$ cat src/rtl/kbd_key_decoder_if.sv
// Byte-stream input and held-key outputs between the PS/2 receiver, the key decoder and the controller.
interface kbd_key_decoder_if;
  logic [7:0] scan_code;
  logic       scan_valid;
  logic       rx_error;
  logic       key_space;
  logic       key_left;
  logic       key_right;
  logic       seq_error;

  modport master (
    output scan_code, scan_valid, rx_error,
    input  key_space, key_left, key_right, seq_error
  );

  modport slave (
    input  scan_code, scan_valid, rx_error,
    output key_space, key_left, key_right, seq_error
  );
endinterface

$ cat src/rtl/kbd_key_decoder.sv
// Decodes PS/2 set-2 make/break/extended sequences into held levels for space, left and right.
module kbd_key_decoder #(
  parameter int CLK_FREQ          = 100_000_000,
  parameter int PREFIX_TIMEOUT_US = 2000
) (
  input  logic           clk,
  input  logic           rst_n,
  kbd_key_decoder_if.slave bus
);
  localparam int TIMEOUT_CYCLES = CLK_FREQ / 1_000_000 * PREFIX_TIMEOUT_US;
  localparam int CW             = $clog2(TIMEOUT_CYCLES) + 1;

  typedef enum logic [1:0] {IDLE, EXT, BRK, EXT_BRK} state_t;

  state_t          r_state, w_state_next;
  logic [CW-1:0]   r_cnt;
  logic            r_space, r_left, r_right, r_seq_err;
  logic            w_space, w_left, w_right, w_seq_err;
  logic            w_timeout, w_cnt_clr;

  always_comb begin
    w_state_next = r_state;
    w_space      = r_space;
    w_left       = r_left;
    w_right      = r_right;
    w_seq_err    = 1'b0;
    w_timeout    = (r_state != IDLE) && (r_cnt == CW'(TIMEOUT_CYCLES - 1));

    // rx_error beats a simultaneous byte; a byte beats a coincident timeout
    if (bus.rx_error) begin
      w_state_next = IDLE;
      w_seq_err    = 1'b1;
    end else if (bus.scan_valid) begin
      if (bus.scan_code == 8'h00 || bus.scan_code == 8'hFF) begin
        w_state_next = IDLE;
        w_space      = 1'b0;
        w_left       = 1'b0;
        w_right      = 1'b0;
        w_seq_err    = 1'b1;
      end else if (bus.scan_code == 8'hAA || bus.scan_code == 8'hFA) begin
        w_state_next = IDLE;
      end else begin
        case (r_state)
          IDLE: begin
            if (bus.scan_code == 8'hE0)      w_state_next = EXT;
            else if (bus.scan_code == 8'hF0) w_state_next = BRK;
            else if (bus.scan_code == 8'h29) w_space = 1'b1;
          end
          EXT: begin
            w_state_next = IDLE;
            if (bus.scan_code == 8'hF0)      w_state_next = EXT_BRK;
            else if (bus.scan_code == 8'h6B) w_left  = 1'b1;
            else if (bus.scan_code == 8'h74) w_right = 1'b1;
          end
          BRK: begin
            w_state_next = IDLE;
            if (bus.scan_code == 8'h29) w_space = 1'b0;
          end
          EXT_BRK: begin
            w_state_next = IDLE;
            if (bus.scan_code == 8'h6B)      w_left  = 1'b0;
            else if (bus.scan_code == 8'h74) w_right = 1'b0;
          end
          default: w_state_next = IDLE;
        endcase
      end
    end else if (w_timeout) begin
      w_state_next = IDLE;
      w_seq_err    = 1'b1;
    end

    w_cnt_clr = bus.scan_valid || bus.rx_error || (r_state == IDLE) || (w_state_next != r_state);
  end

  always_ff @(posedge clk or negedge rst_n) begin
    if (!rst_n) begin
      r_state   <= IDLE;
      r_cnt     <= '0;
      r_space   <= 1'b0;
      r_left    <= 1'b0;
      r_right   <= 1'b0;
      r_seq_err <= 1'b0;
    end else begin
      r_state   <= w_state_next;
      r_cnt     <= w_cnt_clr ? '0 : r_cnt + CW'(1);
      r_space   <= w_space;
      r_left    <= w_left;
      r_right   <= w_right;
      r_seq_err <= w_seq_err;
    end
  end

  assign bus.key_space = r_space;
  assign bus.key_left  = r_left;
  assign bus.key_right = r_right;
  assign bus.seq_error = r_seq_err;
endmodule

$ cat src/flat_wrapper.sv
// flat-port wrapper written by rule: the top's interface ports become plain ports
module kbd_key_decoder_flat 
#(
  parameter int CLK_FREQ          = 100_000_000,
  parameter int PREFIX_TIMEOUT_US = 2000
)
  (clk, rst_n, bus_scan_code, bus_scan_valid, bus_rx_error, bus_key_space, bus_key_left, bus_key_right, bus_seq_error);
  kbd_key_decoder_if bus_i ();
  input  logic clk;
  input  logic rst_n;
  input wire logic [$bits(bus_i.scan_code)-1:0] bus_scan_code;
  input wire logic [$bits(bus_i.scan_valid)-1:0] bus_scan_valid;
  input wire logic [$bits(bus_i.rx_error)-1:0] bus_rx_error;
  output wire logic [$bits(bus_i.key_space)-1:0] bus_key_space;
  output wire logic [$bits(bus_i.key_left)-1:0] bus_key_left;
  output wire logic [$bits(bus_i.key_right)-1:0] bus_key_right;
  output wire logic [$bits(bus_i.seq_error)-1:0] bus_seq_error;
  assign bus_i.scan_code = bus_scan_code;
  assign bus_i.scan_valid = bus_scan_valid;
  assign bus_i.rx_error = bus_rx_error;
  assign bus_key_space = bus_i.key_space;
  assign bus_key_left = bus_i.key_left;
  assign bus_key_right = bus_i.key_right;
  assign bus_seq_error = bus_i.seq_error;
  kbd_key_decoder #(.CLK_FREQ(CLK_FREQ), .PREFIX_TIMEOUT_US(PREFIX_TIMEOUT_US)) u_core (.clk(clk), .rst_n(rst_n), .bus(bus_i));
endmodule
$ cat config.mk
export PLATFORM = sky130hd
export DESIGN_NAME = kbd_key_decoder_flat
export DESIGN_NICKNAME = d
export VERILOG_FILES = /design/src/rtl/kbd_key_decoder_if.sv /design/src/rtl/kbd_key_decoder.sv /design/src/flat_wrapper.sv
export SDC_FILE = /design/constraint.sdc
export NUM_CORES = 1
export LEC_CHECK = 0
export CAP_MARGIN = 20
export CELL_PAD_IN_SITES_DETAIL_PLACEMENT = 1
export CELL_PAD_IN_SITES_GLOBAL_PLACEMENT = 1
export CORE_ASPECT_RATIO = 0.75
export CORE_MARGIN = 1.5
export CORE_UTILIZATION = 46
export CTS_BUF_LIST = sky130_fd_sc_hd__clkbuf_16
export CTS_CLUSTER_DIAMETER = 150
export DETAILED_ROUTE_END_ITERATION = 6
export PLACE_DENSITY = 0.85
export SETUP_SLACK_MARGIN = 0.5
export SLEW_MARGIN = 15
export SYNTH_ARGS = -nofsm -noshare
export SYNTH_HDL_FRONTEND = slang
export SYNTH_SLANG_ARGS = --single-unit
$ cat constraint.sdc
create_clock -name clk -period 2.95 [get_ports clk]
set_input_delay 0.4425 -clock clk [delete_from_list [all_inputs] [get_ports clk]]
set_output_delay 0.4425 -clock clk [all_outputs]
set_load 0.005 [all_outputs]
==> results of run 1 <==
Yosys cell counts, types with 2 or more instances:
cell,instances,area (um^2)
nand4_1,6,37.54
o31ai_1,2,15.01
o21ai_0,5,25.02
or4b_2,3,30.03
nand3b_1,2,15.01
nor2_1,13,48.80
nor3b_1,2,15.01
and3_1,3,18.77
a21oi_1,7,35.03
xnor2_1,5,43.79
nor4_1,4,25.02
nand3_1,9,45.04
nand2_1,9,33.78
or3_1,4,25.02
clkbuf_1,2,7.510
o41ai_1,2,17.52
or4_4,2,22.52
a211o_1,3,26.28
or4_1,6,45.04
dfrtp_1,25,625.6
nand2b_1,2,12.51
or3_2,2,15.01
xor2_1,6,52.55
inv_1,2,7.510
nor3_1,7,35.03
registers in the layout (all words and copies together) (netlist names):
name	flops
u_core.r_cnt	19
u_core.r_state	2
u_core.bus.key_left	1
u_core.bus.key_right	1
u_core.bus.key_space	1
u_core.bus.seq_error	1
worst max-delay path, stage by stage (launching register included):
cell      delay (ps)
dfrtp_1          460
or4_1            500
or4_4            570
o211ai_4         460
nor2_1           140
routing by layer:
layer / part of all wire (%) / vias up
li1: - / 600
met1: 50 / 663
met2: 46 / 34
met3: 3.6 / 4
met4: 0.91 / 0
met5: 0 / -
power by group:
part | internal, mW | leakage [nW] | switching [mW] | total, mW
Clock | 0.181 | 0.0423 | 0.117 | 0.298
Sequential | 0.344 | 0.337 | 0.000693 | 0.345
Combinational | 0.0231 | 0.235 | 0.0273 | 0.0504
Total | 0.549 | 0.614 | 0.145 | 0.693
logic make-up (layout without fill, tap and decap cells):
| kind of cell | after synthesis | after routing |
|---|---|---|
| DFF | 25 | 25 |
| and+or+nand+nor | 79 | 79 |
| AOI/OAI and AO/OA | 27 | 27 |
| buffers and inverters | 5 | 22 |
| xor gates and xnor gates | 11 | 11 |
| adders and majority gates | 1 | 1 |
worst min-delay path by stage:
stage	from	end	slack (ps)
floorplan	rst_n	u_core.bus.key_left	150
global placement	u_core.r_cnt[0]	u_core.r_cnt[0]	480
detailed placement	u_core.r_cnt[0]	u_core.r_cnt[0]	480
CTS	u_core.r_cnt[0]	u_core.r_cnt[0]	500
global route	u_core.r_cnt[0]	u_core.r_cnt[0]	520
finish	u_core.r_cnt[0]	u_core.r_cnt[0]	490
final cells by class:
type | count | area, um^2
Fill cell | 333 | 1241
Multi-Input combinational cell | 118 | 777.0
Sequential cell | 25 | 625.6
Timing Repair Buffer | 16 | 157.7
Clock buffer | 3 | 75.07
Tap cell | 38 | 47.55
Inverter | 2 | 7.507
Clock inverter | 1 | 3.754
metrics by stage:
step / cell area, um^2 / utilization [%]
floorplan: 1421 / -
global placement: 1608 / 54.77
detailed placement: 1608 / 54.77
CTS: 1687 / 57.46
global route: 1694 / 57.72
finish: 1694 / 57.72
==> run metrics, run 1 <==
status finished, final reports clean; grt ovf 0; Placed Instances 199; met3 global-route usage 5.947%; Slew Limit Fails 0; vias in the first global route 1284; first-pass GRT wire length 6437 um; Synth Area in Compound Gates 13.82%; die width 67.19 um; largest net degree at the start of global routing 26; max_cap viols 0; min Tclk post-route 2303 ps; Area Growth Syn to Fin 19.19%; Pwr Total 693.2 uW; register bit total from synthesis 25; Syn Nets 161; Worst Setup SP u_core.r_cnt[9]; met1 usage 37.92%; sequential-to-total area share from yosys stat 44.01%; RSZ-0062 raised after global routing false; final hold slack 495.0 ps; commonest non-fill, non-tap cell in the layout dfrtp_1; Worst-Margin Slew 560.8 ps; Cell Count, Final, Fillers Out 203; row cnt 17; H-Tree Depth 1; most frequent cells in the layout dfrtp_1 (25), clkdlybuf4s50_1 (15), nor2_1 (13), nand3_1 (9), nand2_1 (9); IO Port Bufs 15; CTS tree built; Hold Crit Class flop to flop; Final Cycle Share 78.06%; post-synthesis async set-or-reset flop share 100.0%; Mapped Cells 148; Clock transition at path regs 60 ps; CTS Buf Count 3; die area 0.003436 mm^2; initial drt markers 74; Netlist Area Pre-Place 0.001421 mm^2; # setup viols final 0; Sink Count 25; Adder-Cell Fraction of Synth Area 0.8803%; All-Layer GR Usage 25.31%; XOR/XNOR share of the synthesized area 6.778%; mux cell area share after synthesis 0%; Hold Buf Count CTS 0; Detailed Route WL 3951 um; Initial Utilization 48.42%; Mean Syn Cell Area 9.604 um^2; clk root buf clkbuf_16; fraction of layout cells with a size suffix above 1 9.091%; R2R Path End u_core.r_cnt[6]; clock latency on the worst-skew pair 260 ps; DR pass1 iterations 4; Final WS setup 647.1 ps; post-DP HPWL 2827 um; Max VDD drop 0.2902 mV; Synth Area in Simple Gates 32.66%; worst hold path depth 1; Post-synth EDFFs 0; Reg2Reg Depth 4; pwr dens 409.2 mW/mm^2; initial antenna violation count 0; vias 1301; Setup CP Type flop to flop; Final Hold Viols 0; Routed wire per std cell 19.46 um; antenna viol nets, final 0; worst clock skew 2.991 ps; Final nets 179; R2R setup slack 650 ps; Critical Path RT 3060 ps; main flop type after synthesis dfrtp_1; Setup crit end u_core.r_cnt[6]; DP Worst Slack 459.8 ps; crit path max fanout 17; Startpoint Class flop; crit end category flop; met2 Usage GRT 37.46%; Setup Buffers After CTS 0; main combinational cell family by area after synthesis simple AND/OR/NAND/NOR gates; IO Count 16; # resized after CTS 0; Die Span Y 51.14 um; DRC 0; core area 0.002935 mm^2; gr busiest metal met1; ant diodes 0; Arrival @ worst endpoint 2410 ps; cell leakage power 0.6138 nW; CTS max path bufs 2; Yosys warning total 0; Yosys cell types 40; FF-to-FF Start u_core.r_cnt[9]; Avg Vias per Cell 6.409; max_slew headroom 62.09%; setup tns final 0 ps; Max Clock Freq 434.2 MHz; final RePlAce weighted congestion 0.7929
(Power assumes the default switching activity.)
==> run 2, diff against run 1 <==
--- a/config.mk
+++ b/config.mk
@@ -10,11 +10,11 @@
 export CELL_PAD_IN_SITES_GLOBAL_PLACEMENT = 1
 export CORE_ASPECT_RATIO = 0.75
 export CORE_MARGIN = 1.5
-export CORE_UTILIZATION = 46
+export CORE_UTILIZATION = 38
 export CTS_BUF_LIST = sky130_fd_sc_hd__clkbuf_16
 export CTS_CLUSTER_DIAMETER = 150
 export DETAILED_ROUTE_END_ITERATION = 6
-export PLACE_DENSITY = 0.85
+export PLACE_DENSITY = 0.76
 export SETUP_SLACK_MARGIN = 0.5
 export SLEW_MARGIN = 15
 export SYNTH_ARGS = -nofsm -noshare
==> constraint.sdc (replaced) <==
create_clock -name clk -period 2 [get_ports clk]
set_input_delay 0.3 -clock clk [delete_from_list [all_inputs] [get_ports clk]]
set_output_delay 0.3 -clock clk [all_outputs]
set_load 0.005 [all_outputs]
==> run metrics, run 2 (synthesis results as in run 1) <==
largest net degree at the start of global routing 26 (unchanged); commonest non-fill, non-tap cell in the layout buf_4 (was dfrtp_1); RSZ-0062 raised after global routing true (was false); Final nets 209 (was 179); Hold Crit Class primary input to flop (was flop to flop); clock latency on the worst-skew pair 260 ps (about the same); status finished, violations left (was finished, final reports clean); met1 usage 36.15% (was 37.92%); Max Clock Freq 472.9 MHz (was 434.2 MHz); Max VDD drop 0.3377 mV (was 0.2902 mV); Startpoint Class flop (unchanged); Placed Instances 238 (was 199); pwr dens 514.3 mW/mm^2 (was 409.2 mW/mm^2); placed cell area 0.001843 mm^2 (was 0.001608 mm^2); Hold Buf Count CTS 0 (unchanged); final RePlAce weighted congestion 0.9829 (was 0.7929); min Tclk post-route 2114 ps (was 2303 ps); post-route cell area 0.002032 mm^2 (was 0.001694 mm^2); max reg flops 19 (unchanged); max_slew headroom 71.86% (was 62.09%); ant diodes 0 (unchanged); Pwr Total 1.045 mW (was 693.2 uW); gr busiest metal met2 (was met1); crit path max fanout 3 (was 17); row cnt 19 (was 17); Critical Path RT 2140 ps (was 3060 ps); clk root buf clkbuf_16 (unchanged); IO Port Bufs 15 (unchanged); fraction of layout cells with a size suffix above 1 32.82% (was 9.091%); grt ovf 0 (unchanged); CTS max path bufs 2 (unchanged); DR pass1 iterations 4 (unchanged); Avg Vias per Cell 5.688 (was 6.409); crit end category flop (unchanged); die width 73.62 um (was 67.19 um); die area 0.004120 mm^2 (was 0.003436 mm^2); Clock transition at path regs 60 ps (about the same); final hold slack 410.6 ps (was 495.0 ps); DRC 0 (unchanged); max_cap viols 0 (unchanged); cell leakage power 0.8128 nW (was 0.6138 nW); Slew Limit Fails 0 (unchanged); H-Tree Depth 1 (unchanged); CTS tree built (unchanged); initial drt markers 84 (was 74); IO Count 16 (unchanged); Regs by FF count u_core.r_cnt: 19 flops, u_core.r_state: 2 flops (unchanged); Routed wire per std cell 18.39 um (was 19.46 um); failing checks negative setup slack; antenna viol nets, final 0 (unchanged); met2 Usage GRT 39.38% (was 37.46%); most frequent cells in the layout buf_4 (28), dfrtp_1 (25), nor2_1 (12), nand3_1 (9), nand2_1 (9) (was dfrtp_1 (25), clkdlybuf4s50_1 (15), nor2_1 (13), nand3_1 (9), nand2_1 (9)); Die Span Y 55.97 um (was 51.14 um); Area Growth Syn to Fin 42.96% (was 19.19%); worst clock skew 2.500 ps (was 2.991 ps); vias in the first global route 1520 (was 1284); core area 0.003613 mm^2 (was 0.002935 mm^2); Worst-Margin Slew 420.6 ps (was 560.8 ps); Final Cycle Share 105.7% (was 78.06%); first-pass GRT wire length 7872 um (was 6437 um); Detailed Route WL 4543 um (was 3951 um); CTS Buf Count 3 (unchanged); met3 global-route usage 4.891% (was 5.947%); Final WS setup -114.5 ps (was 647.1 ps); Setup CP Type flop to flop (unchanged); Cell Count, Final, Fillers Out 247 (was 203); Arrival @ worst endpoint 2250 ps (was 2410 ps); register bank with the most flops u_core.r_cnt (unchanged); All-Layer GR Usage 25.13% (was 25.31%); vias 1405 (was 1301); # setup viols final 20 (was 0); initial antenna violation count 0 (unchanged); Sink Count 25 (unchanged); post-DP HPWL 3190 um (was 2827 um); Initial Utilization 39.34% (was 48.42%); Final Hold Viols 0 (unchanged)
run 2: cell types whose count changed in the layout (fill, tap and decap cells not counted), moves of 2 or more:
| cell | delta |
|---|---|
| dlymetal6s2s_1 | +2 |
| or4_4 | +3 |
| buf_6 | +2 |
| dlygate4sd2_1 | +2 |
| clkdlybuf4s50_1 | -10 |
| buf_2 | +3 |
| or4_1 | -3 |
| buf_4 | +27 |
run 2: critical path, stage by stage (launching register included):
cell     delay [ps]
dfrtp_1         380
or4_4           530
or4_4           580
o21a_4          240
a211o_1         270
run 2: repair_timing:
| item | in CTS | in global routing |
|---|---|---|
| cloned | 0 | 0 |
| setup endpoints to repair | 24 | 24 |
| pin swaps | 9 | 5 |
| resized for setup | 30 | 13 |
| buffers inserted | 4 | 1 |
run 2: cell type report:
type	instances	area, um^2
tap	52	65.06
inverter	2	7.507
clock buffer	3	75.07
sequential	25	625.6
timing repair buffer	46	386.6
fill	416	1582
clock inverter	1	3.754
multi-input combinational	118	868.3
run 2: path summary, 6_finish.rpt:
check / startpoint / to / slack (ps) / depth (start not counted)
max: u_core.r_cnt[9] / u_core.r_state[0] / -110 / 4
min: bus_rx_error / u_core.bus.seq_error / 410 / 2
max reg2reg: u_core.r_cnt[9] / u_core.r_state[0] / -110 / 4
min reg2reg: u_core.r_cnt[0] / u_core.r_cnt[0] / 490 / 1
max in group asynchronous: rst_n / u_core.bus.key_left / 1340 / 2
min in group asynchronous: rst_n / u_core.r_cnt[13] / 420 / 2
run 2: stage by stage:
stage          setup TNS (ps)  worst slack (ps)  util, %
2_1_floorplan               0             2.462        -
3_3_place_gp           -486.7            -201.1    51.00
3_5_place_dp            -1142            -211.7    51.00
4_1_cts                -680.2            -95.16    55.02
5_1_grt                 -1661            -147.1    56.23
6_report               -795.5            -114.5    56.23
run 2: metal layers:
| metal | share of wire (%) | up-vias |
|---|---|---|
| li1 | - | 663 |
| met1 | 48 | 718 |
| met2 | 48 | 20 |
| met3 | 3.0 | 4 |
| met4 | 0.79 | 0 |
| met5 | 0 | - |
run 2: power by group:
group          switching (mW)  leakage (nW)  internal, mW
sequential            0.00124         0.337         0.508
clock                   0.170        0.0423         0.267
combinational          0.0516         0.434        0.0471
total                   0.223         0.813         0.822
